File: src/rtl/ariane_pkg.sv
// ariane_pkg -- shared core types and constants used by the CSR commit path.
//   XLEN               : datapath width of CSR operands and results
//   fu_op              : functional-unit operation encoding
//   ILLEGAL_INSTR      : exception cause for an illegal CSR access
//   LP_VIOLATION_CAUSE : exception cause for a landing-pad label mismatch
//   CSR_TIMEOUT_CAUSE  : exception cause for a CSR file that never responds
package ariane_pkg;

    localparam int unsigned XLEN = 64;

    localparam logic [XLEN-1:0] ILLEGAL_INSTR      = 64'd2;
    localparam logic [XLEN-1:0] LP_VIOLATION_CAUSE = 64'd18;
    localparam logic [XLEN-1:0] CSR_TIMEOUT_CAUSE  = 64'd24;

    typedef enum logic [7:0] {
        ADD,
        SUB,
        CSR_WRITE,
        CSR_READ,
        CSR_SET,
        CSR_CLEAR,
        LPCLL
    } fu_op;

endpackage

File: src/rtl/csr_commit_ctrl_watchdog.sv
// csr_resp_watchdog -- saturating cycle counter for an outstanding CSR response.
//   clk_i, rst_ni : clock, asynchronous active-low reset
//   en_i          : count this cycle (controller is waiting for a response)
//   clr_i         : return the count to zero
//   timeout_o     : asserted during the Timeout-th enabled cycle and after
module csr_resp_watchdog #(
    parameter int unsigned Timeout = 16
) (
    input  logic clk_i,
    input  logic rst_ni,
    input  logic en_i,
    input  logic clr_i,
    output logic timeout_o
);

    localparam int unsigned    CntW = (Timeout > 1) ? $clog2(Timeout) : 1;
    localparam logic [CntW-1:0] Last = CntW'(Timeout - 1);

    logic [CntW-1:0] cnt_q;

    always_ff @(posedge clk_i or negedge rst_ni) begin
        if (!rst_ni) begin
            cnt_q <= '0;
        end else if (clr_i) begin
            cnt_q <= '0;
        end else if (en_i && (cnt_q != Last)) begin
            cnt_q <= cnt_q + 1'b1;
        end
    end

    assign timeout_o = en_i && (cnt_q == Last);

endmodule

File: src/rtl/csr_commit_ctrl.sv
// csr_commit_ctrl -- retires a CSR-class instruction at the scoreboard head by
// issuing one request to the CSR file and returning its result or exception.
//   flush_i, commit_valid_i, commit_op_i, commit_wdata_i, csr_addr_i : commit side
//   csr_commit_o                                    : pulse on grant, frees FU entry
//   csr_req_o, csr_op_o, csr_waddr_o, csr_wdata_o  : request to CSR file
//   csr_gnt_i, csr_rvalid_i, csr_rdata_i, csr_ex_i : CSR file handshake/response
//   wb_valid_o, wb_data_o, ex_valid_o, ex_cause_o  : one-cycle retire result
// Build option: define FCFI_LP_CHECK_EN to compare landing-pad labels on LPCLL.
module csr_commit_ctrl
    import ariane_pkg::*;
#(
    parameter int unsigned RespTimeout = 16,
    parameter int unsigned LabelW      = 8
) (
    input  logic            clk_i,
    input  logic            rst_ni,
    input  logic            flush_i,
    input  logic            commit_valid_i,
    input  fu_op            commit_op_i,
    input  logic [XLEN-1:0] commit_wdata_i,
    input  logic [11:0]     csr_addr_i,
    output logic            csr_commit_o,
    output logic            csr_req_o,
    output fu_op            csr_op_o,
    output logic [11:0]     csr_waddr_o,
    output logic [XLEN-1:0] csr_wdata_o,
    input  logic            csr_gnt_i,
    input  logic            csr_rvalid_i,
    input  logic [XLEN-1:0] csr_rdata_i,
    input  logic            csr_ex_i,
    output logic            wb_valid_o,
    output logic [XLEN-1:0] wb_data_o,
    output logic            ex_valid_o,
    output logic [XLEN-1:0] ex_cause_o
);

    if (RespTimeout == 0) begin : g_bad_timeout
        $error("RespTimeout must be at least 1");
    end
    if ((LabelW == 0) || (LabelW > XLEN)) begin : g_bad_labelw
        $error("LabelW must be in 1..XLEN");
    end

    typedef enum logic [1:0] {
        IDLE,
        REQ,
        WAIT,
        DONE
    } state_e;

    state_e          state_q, state_d;
    fu_op            op_q, op_d;
    logic [XLEN-1:0] wdata_q, wdata_d;
    logic [11:0]     addr_q, addr_d;
    logic [XLEN-1:0] rdata_q, rdata_d;
    logic [XLEN-1:0] cause_q, cause_d;
    logic            ex_q, ex_d;
    logic            drain_q, drain_d;
    logic            timeout;
    logic            lp_mismatch;

    csr_resp_watchdog #(
        .Timeout(RespTimeout)
    ) i_watchdog (
        .clk_i    (clk_i),
        .rst_ni   (rst_ni),
        .en_i     (state_q == WAIT),
        .clr_i    (state_q != WAIT),
        .timeout_o(timeout)
    );

`ifdef FCFI_LP_CHECK_EN
    assign lp_mismatch = (op_q == LPCLL) &&
                         (csr_rdata_i[LabelW-1:0] != wdata_q[LabelW-1:0]);
`else
    assign lp_mismatch = 1'b0;
`endif

    always_comb begin
        state_d      = state_q;
        op_d         = op_q;
        wdata_d      = wdata_q;
        addr_d       = addr_q;
        rdata_d      = rdata_q;
        cause_d      = cause_q;
        ex_d         = ex_q;
        drain_d      = drain_q;
        csr_commit_o = 1'b0;
        csr_req_o    = 1'b0;
        csr_op_o     = ADD;
        csr_waddr_o  = '0;
        csr_wdata_o  = '0;
        wb_valid_o   = 1'b0;
        wb_data_o    = '0;
        ex_valid_o   = 1'b0;
        ex_cause_o   = '0;

        unique case (state_q)
            IDLE: begin
                drain_d = 1'b0;
                if (commit_valid_i) begin
                    op_d    = commit_op_i;
                    wdata_d = commit_wdata_i;
                    addr_d  = csr_addr_i;
                    state_d = REQ;
                end
            end

            REQ: begin
                if (flush_i) begin
                    state_d = IDLE;
                end else begin
                    csr_req_o   = 1'b1;
                    csr_op_o    = op_q;
                    csr_waddr_o = addr_q;
                    csr_wdata_o = wdata_q;
                    if (csr_gnt_i) begin
                        csr_commit_o = 1'b1;
                        state_d      = WAIT;
                        if (csr_rvalid_i) begin
                            rdata_d = csr_rdata_i;
                            ex_d    = csr_ex_i | lp_mismatch;
                            cause_d = csr_ex_i    ? ILLEGAL_INSTR :
                                      lp_mismatch ? LP_VIOLATION_CAUSE : '0;
                            state_d = DONE;
                        end
                    end
                end
            end

            WAIT: begin
                // A flushed access still has to be drained from the CSR file;
                // its response is consumed here and never reported.
                if (flush_i) begin
                    drain_d = 1'b1;
                end
                if (csr_rvalid_i) begin
                    rdata_d = csr_rdata_i;
                    ex_d    = csr_ex_i | lp_mismatch;
                    cause_d = csr_ex_i    ? ILLEGAL_INSTR :
                              lp_mismatch ? LP_VIOLATION_CAUSE : '0;
                    state_d = (drain_q || flush_i) ? IDLE : DONE;
                end else if (timeout) begin
                    rdata_d = '0;
                    ex_d    = 1'b1;
                    cause_d = CSR_TIMEOUT_CAUSE;
                    state_d = (drain_q || flush_i) ? IDLE : DONE;
                end
            end

            DONE: begin
                if (!flush_i) begin
                    if (ex_q) begin
                        ex_valid_o = 1'b1;
                        ex_cause_o = cause_q;
                    end else begin
                        wb_valid_o = 1'b1;
                        wb_data_o  = rdata_q;
                    end
                end
                state_d = IDLE;
            end

            default: state_d = IDLE;
        endcase
    end

    always_ff @(posedge clk_i or negedge rst_ni) begin
        if (!rst_ni) begin
            state_q <= IDLE;
            op_q    <= ADD;
            wdata_q <= '0;
            addr_q  <= '0;
            rdata_q <= '0;
            cause_q <= '0;
            ex_q    <= 1'b0;
            drain_q <= 1'b0;
        end else begin
            state_q <= state_d;
            op_q    <= op_d;
            wdata_q <= wdata_d;
            addr_q  <= addr_d;
            rdata_q <= rdata_d;
            cause_q <= cause_d;
            ex_q    <= ex_d;
            drain_q <= drain_d;
        end
    end

endmodule

File: config.mk
export PLATFORM = sky130hd
export DESIGN_NAME = csr_commit_ctrl
export DESIGN_NICKNAME = d
export VERILOG_FILES = /design/src/rtl/ariane_pkg.sv /design/src/rtl/csr_commit_ctrl_watchdog.sv /design/src/rtl/csr_commit_ctrl.sv
export SDC_FILE = /design/constraint.sdc
export NUM_CORES = 1
export LEC_CHECK = 0
export CAP_MARGIN = 25
export CORE_MARGIN = 10
export CORE_UTILIZATION = 41
export CTS_CLUSTER_DIAMETER = 150
export CTS_CLUSTER_SIZE = 25
export DETAILED_ROUTE_END_ITERATION = 8
export PLACE_DENSITY = 0.81
export SLEW_MARGIN = 20
export SYNTH_ARGS = -nofsm -noshare
export SYNTH_HDL_FRONTEND = slang
export SYNTH_HIERARCHICAL = 1
export SYNTH_SLANG_ARGS = --single-unit
File: constraint.sdc
create_clock -name clk_i -period 2.35 [get_ports clk_i]
set_clock_uncertainty 0.15 [all_clocks]
set_input_delay 0.705 -clock clk_i [delete_from_list [all_inputs] [get_ports clk_i]]
set_output_delay 0.705 -clock clk_i [all_outputs]
set_load 0.03 [all_outputs]
Word level (Yosys, flattened, before mapping)
Cells that the tools add are included.
{"block": "op_classes", "n_addsub": 1, "n_eq_ne": 13, "mux": 54, "n_reduce_logical": 11}
{"operator": "$mux W64", "count": 18}
{"operator": "$pmux W64 S2", "count": 2}
{"operator": "$mux W12", "count": 2}
{"operator": "$mux W1", "count": 18}
{"operator": "$mux W8", "count": 2}
{"operator": "$mux W2", "count": 7}
{"operator": "$ne A2 B2 Y1 const B", "count": 6}
{"operator": "$mux W4", "count": 2}
{"operator": "$pmux W2 S4", "count": 1}
{"operator": "$ne A3 B3 Y1 const B", "count": 2}
{"operator": "$reduce_bool A2 Y1", "count": 3}
{"operator": "$reduce_and A5 Y1", "count": 1}
{"operator": "$add A4 B1 Y4 const B", "count": 1}
{"operator": "$eq A2 B2 Y1 const B", "count": 2}
{"operator": "$eq A4 B4 Y1 const B", "count": 1}
{"operator": "$ne A4 B4 Y1 const B", "count": 1}
{"operator": "$pmux W1 S2", "count": 2}
{"operator": "$reduce_and A2 Y1", "count": 2}
{"operator": "$reduce_and A3 Y1", "count": 1}
{"operator": "$eq A2 B1 Y1 const B", "count": 1}
{"operator": "$logic_and A1 B1 Y1", "count": 2}
{"operator": "$logic_not A2 Y1", "count": 1}
{"operator": "$logic_or A1 B1 Y1", "count": 1}
{"block": "word_totals", "ff_bits": 220, "out_inout_bits": 216}

Longest topological paths before layout
{"block": "logic_depth", "ltp_word": 5, "mapped_depth": 8}

By module
Netlist, hierarchy kept.
{"module": "csr_commit_ctrl", "n_inst": 1, "cells_each": 584, "area_each_um2": 7233.2, "seq_area_each_um2": 3853.7}
{"module": "csr_resp_watchdog", "n_inst": 1, "cells_each": 21, "area_each_um2": 239.0, "seq_area_each_um2": 100.1}

Worst setup path after synthesis
No wires, ideal clock.
{"block": "synth_timing", "path_type": "input-to-output", "startpoint": "in flush_i", "endpoint": "out ex_cause_o[4]", "arrival_ns": 2.121, "t_required_ns": 1.495, "setup_slack_ns": -0.626, "stages": 3, "n_path_buf": 1, "cell_sequence": "nor3_1 and2_1 buf_4"}
{"block": "synth_via", "elab_chain_len": 2}
{"element": "start: declaration", "line": "csr_commit_ctrl.sv:17", "text": "input logic flush_i,"}
{"element": "$mux W64", "line": "csr_commit_ctrl.sv:152", "text": "if (!flush_i) begin"}
{"element": "$mux W64", "line": "csr_commit_ctrl.sv:98", "text": "unique case (state_q)"}
{"element": "end: declaration", "line": "csr_commit_ctrl.sv:34", "text": "output logic [XLEN-1:0] ex_cause_o"}
Every way passes these cells.

Worst setup path in the final report
{"block": "layout_timing", "startpoint": "reg state_q[1]", "endpoint": "out csr_waddr_o[1]"}
{"block": "layout_via", "elab_chain_len": 2}
{"element": "start: declaration", "line": "csr_commit_ctrl.sv:51", "text": "state_e state_q, state_d;"}
{"element": "start signal: assignment", "line": "csr_commit_ctrl.sv:179", "text": "state_q <= state_d;"}
{"element": "$eq A2 B1 Y1", "line": "csr_commit_ctrl.sv:98"}
{"element": "$mux W12", "line": "csr_commit_ctrl.sv:98"}
{"element": "end: declaration", "line": "csr_commit_ctrl.sv:25", "text": "output logic [11:0] csr_waddr_o,"}
Every way passes these cells.

==> metrics.md <==
| Metric | Value |
|---|---|
| Area occupied by multi-input gates | 3310 um2 |
| Register share of total power | 0.375 |
| WP data required | 1490 ps |
| CP Launch Type | register |
| NetSw | 4.25 mW |
| Setup TNS | -42100 ps |
| Final period utilization | 1.14 |
| Worst slack, placed | -708 ps |
| DRT Pass-1 Iters | 4 |
| Final Slew Violations | 0 |
| Top-area cell type share of the netlist area | 0.529 |
| Final hold viol count | 0 |
| Global-route wire length before repair | 37.1 mm |
| Overall Global Routing Usage | 0.196 |
| Syn Std Cell Area | 7470 um2 |
| CTS root buf | clkbuf_16 |
| CP max FO | 22 |
| Final instance area | 12300 um2 |
| Combinational share of power | 0.400 |
| Power Density | 1030 nW/um2 |
| FILL cells | 1204 |
| Worst vdd ir | 620 uV |
| Gpl congestion | 0.762 |
| HP Class | register to register |
| Max Fclk | 373 MHz |
| Die height | 155 um |
| Crit Path Class | register to primary output |
| Violation count after the first detailed-route iteration | 196 |
| Sequential cell area | 3950 um2 |
| Pwr Total | 12.7 mW |
| Syn Area/Cell | 12.4 um2 |
| Clock Pin Slew Worst Setup and Hold Paths | 70 ps |
| #FFs+latches synth | 158 |
| Ratio of cells with drive above 1 in the final layout | 0.480 |
| DRC | 0 |
| Status | finished, violations left |
| Final min period | 2680 ps |
| CP Capture Type | primary output |
| Grt ovf | 0 |
| P&R area growth vs syn | 64.5% |
| H-tree depth | 4 |
| Routed len/inst | 21.4 um |
| Synth area leaders | dfrtp_1, and2_1, mux2_2 |
| Die Area | 24000 um2 |
| Vias in the first global route | 6151 |
| Clock sinks | 158 |
| # IOs | 371 |
| Final setup vio count | 155 |
| Core Area | 18000 um2 |
| Via count | 5765 |
| RSZ-0062 raised after global routing | yes |
| CTS tree | yes |
| Crit path DAT | 1820 ps |
| Initial antenna violation count | 1 |
| Pleak | 5.66 nW |
| Cell Rows | 49 |
| Pint | 8.42 mW |
| Worst setup margin | -329 ps |
| Area after DPL | 10600 um2 |
| Vias/cell | 4.86 |
| Area leader, netlist | dfrtp_1 |
| Gate count after technology mapping | 605 |
| Worst-skew pair later-pin latency | 420 ps |
| Total Nets Final | 1098 |
| Maxcap violations | 0 |
| IO buf count | 309 |
| Largest net degree at the start of global routing | 74 |
| Num CTS Buffers | 17 |
| Yosys synthesis warning count | 6 |
| Library cells used by synthesis | 38 |
| Min Hold Slack | 333 ps |
| Failing checks | negative setup slack |
| Clock power frac | 0.225 |
| Final wirelength | 25.3 mm |
| Switching Share | 0.335 |
| Starting density of the core | 0.416 |
| Die X | 155 um |
| Longest Clk Path Bufs | 2 |
| Seq/Total Area, Yosys | 0.529 |
| Antenna viol nets, final | 0 |
| Hpwl dp | 17.3 mm |
## flip-flops by register name, indices dropped and copies added, names as in the netlist
name	cells
addr_q	12
cause_q	2
drain_q	1
ex_q	1
i_watchdog/cnt_q	4
op_q	8
rdata_q	64
state_q	2
wdata_q	64
## placed cells by master, fill, tap and decap left out, types with 2 or more instances in the layout
cell type / count
dfrtp_1: 158
clkdlybuf4s50_1: 151
buf_6: 139
and2_4: 106
mux2_2: 70
a22o_1: 65
conb_1: 61
and2_2: 29
buf_4: 28
buf_12: 24
clkbuf_16: 20
and2_1: 16
mux2_1: 14
buf_8: 10
inv_1: 5
nor2_1: 5
inv_6: 4
nor2b_1: 3
a21oi_1: 3
clkinv_4: 3
clkbuf_8: 3
buf_16: 3
nor3_4: 2
o21ai_0: 2
bufinv_16: 2
clkinvlp_4: 2
nor3_1: 2
nand2b_1: 2
## area by class of cell
type	instances	share of cell area
multi-input cells	398	0.269
diodes	1	0.000204
clock inverters	12	0.0120
repair buffers	361	0.334
flip-flops and latches	158	0.322
clock buffers	20	0.0380
inverters	6	0.00183
well taps	229	0.0233
## kinds of logic after synthesis
logic type | after synthesis | share of synthesized area
simple gates | 174 | 0.146
buf+inv | 109 | 0.103
mux | 86 | 0.130
flops | 158 | 0.529
fa+ha+maj | 1 | 0.00167
other cells | 1 | 0.000502
compound gates | 76 | 0.0893
## worst max-delay path, cell delays in order (launching register included)
cell and delay, ps:
dfrtp_1 410, buf_6 140, nor3b_4 210, buf_6 190, buf_16 170, and2_1 150
buf_6 140
## layer usage
metal,part of all wire,wire length (um),vias up,GRT usage
li1,-,-,2608,-
met1,0.38,9580,2853,0.222
met2,0.49,12500,280,0.317
met3,0.11,2830,24,0.0970
met4,0.016,399,0,0.0594
met5,0,0,-,0
## repair_timing
| item | 4_1_cts | 5_1_grt |
|---|---|---|
| setup buffers | 14 | 5 |
| endpoints found under the hold margin | 22 | 0 |
| endpoints found under the setup margin | 155 | 155 |
| resized for setup | 145 | 109 |
| cloned | 6 | 5 |
| hold buffers | 1 | 0 |
| pin swaps | 37 | 26 |
## power groups by stage
stage / Clock (mW) / Sequential [mW] / Combinational [mW]
after floorplan: 0 / 4.43 / 3.17
after global placement: 0 / 4.66 / 4.27
after detailed placement: 0 / 4.68 / 4.40
after CTS: 2.91 / 4.68 / 4.74
after global routing: 3.02 / 4.90 / 5.39
final: 2.85 / 4.75 / 5.07
## metrics by stage
| step | util | instances |
|---|---|---|
| floorplan | - | 665 |
| global placement | 0.589 | 1126 |
| detailed placement | 0.589 | 1126 |
| CTS | 0.665 | 1179 |
| global route | 0.684 | 1184 |
| finish | 0.684 | 1185 |
## synthesized netlist by cell type (all sizes together)
master and n:
nand2b 2, a22oi 2, mux2i 1, nor2b 3, and4 1, nor3 4, nor2 5, and2 151
clkbuf 16, nand3 1, a22o 65, nor3b 1, conb 1, and4b 1, or2 1, ha 1
buf 87, nand2 1, o21a 1, and4bb 1, a21oi 3, nand4 1, mux2 85, inv 6
a21o 1, a31oi 1, o21ai 2, nand3b 1, dfrtp 158, a211oi 1
## worst paths after layout
path | endpoint | slack, ps | from | cells after the start
min in group asynchronous | rdata_q[5] | 580 | rst_ni | 2
worst min register to register | addr_q[9] | 330 | addr_q[9] | 1
max in group asynchronous | wdata_q[6] | 790 | rst_ni | 3
worst min-delay path | addr_q[9] | 330 | addr_q[9] | 1
worst max-delay path | csr_waddr_o[1] | -330 | state_q[1] | 6
worst max register to register | rdata_q[41] | 100 | state_q[1] | 9
(Power assumes the default switching activity.)
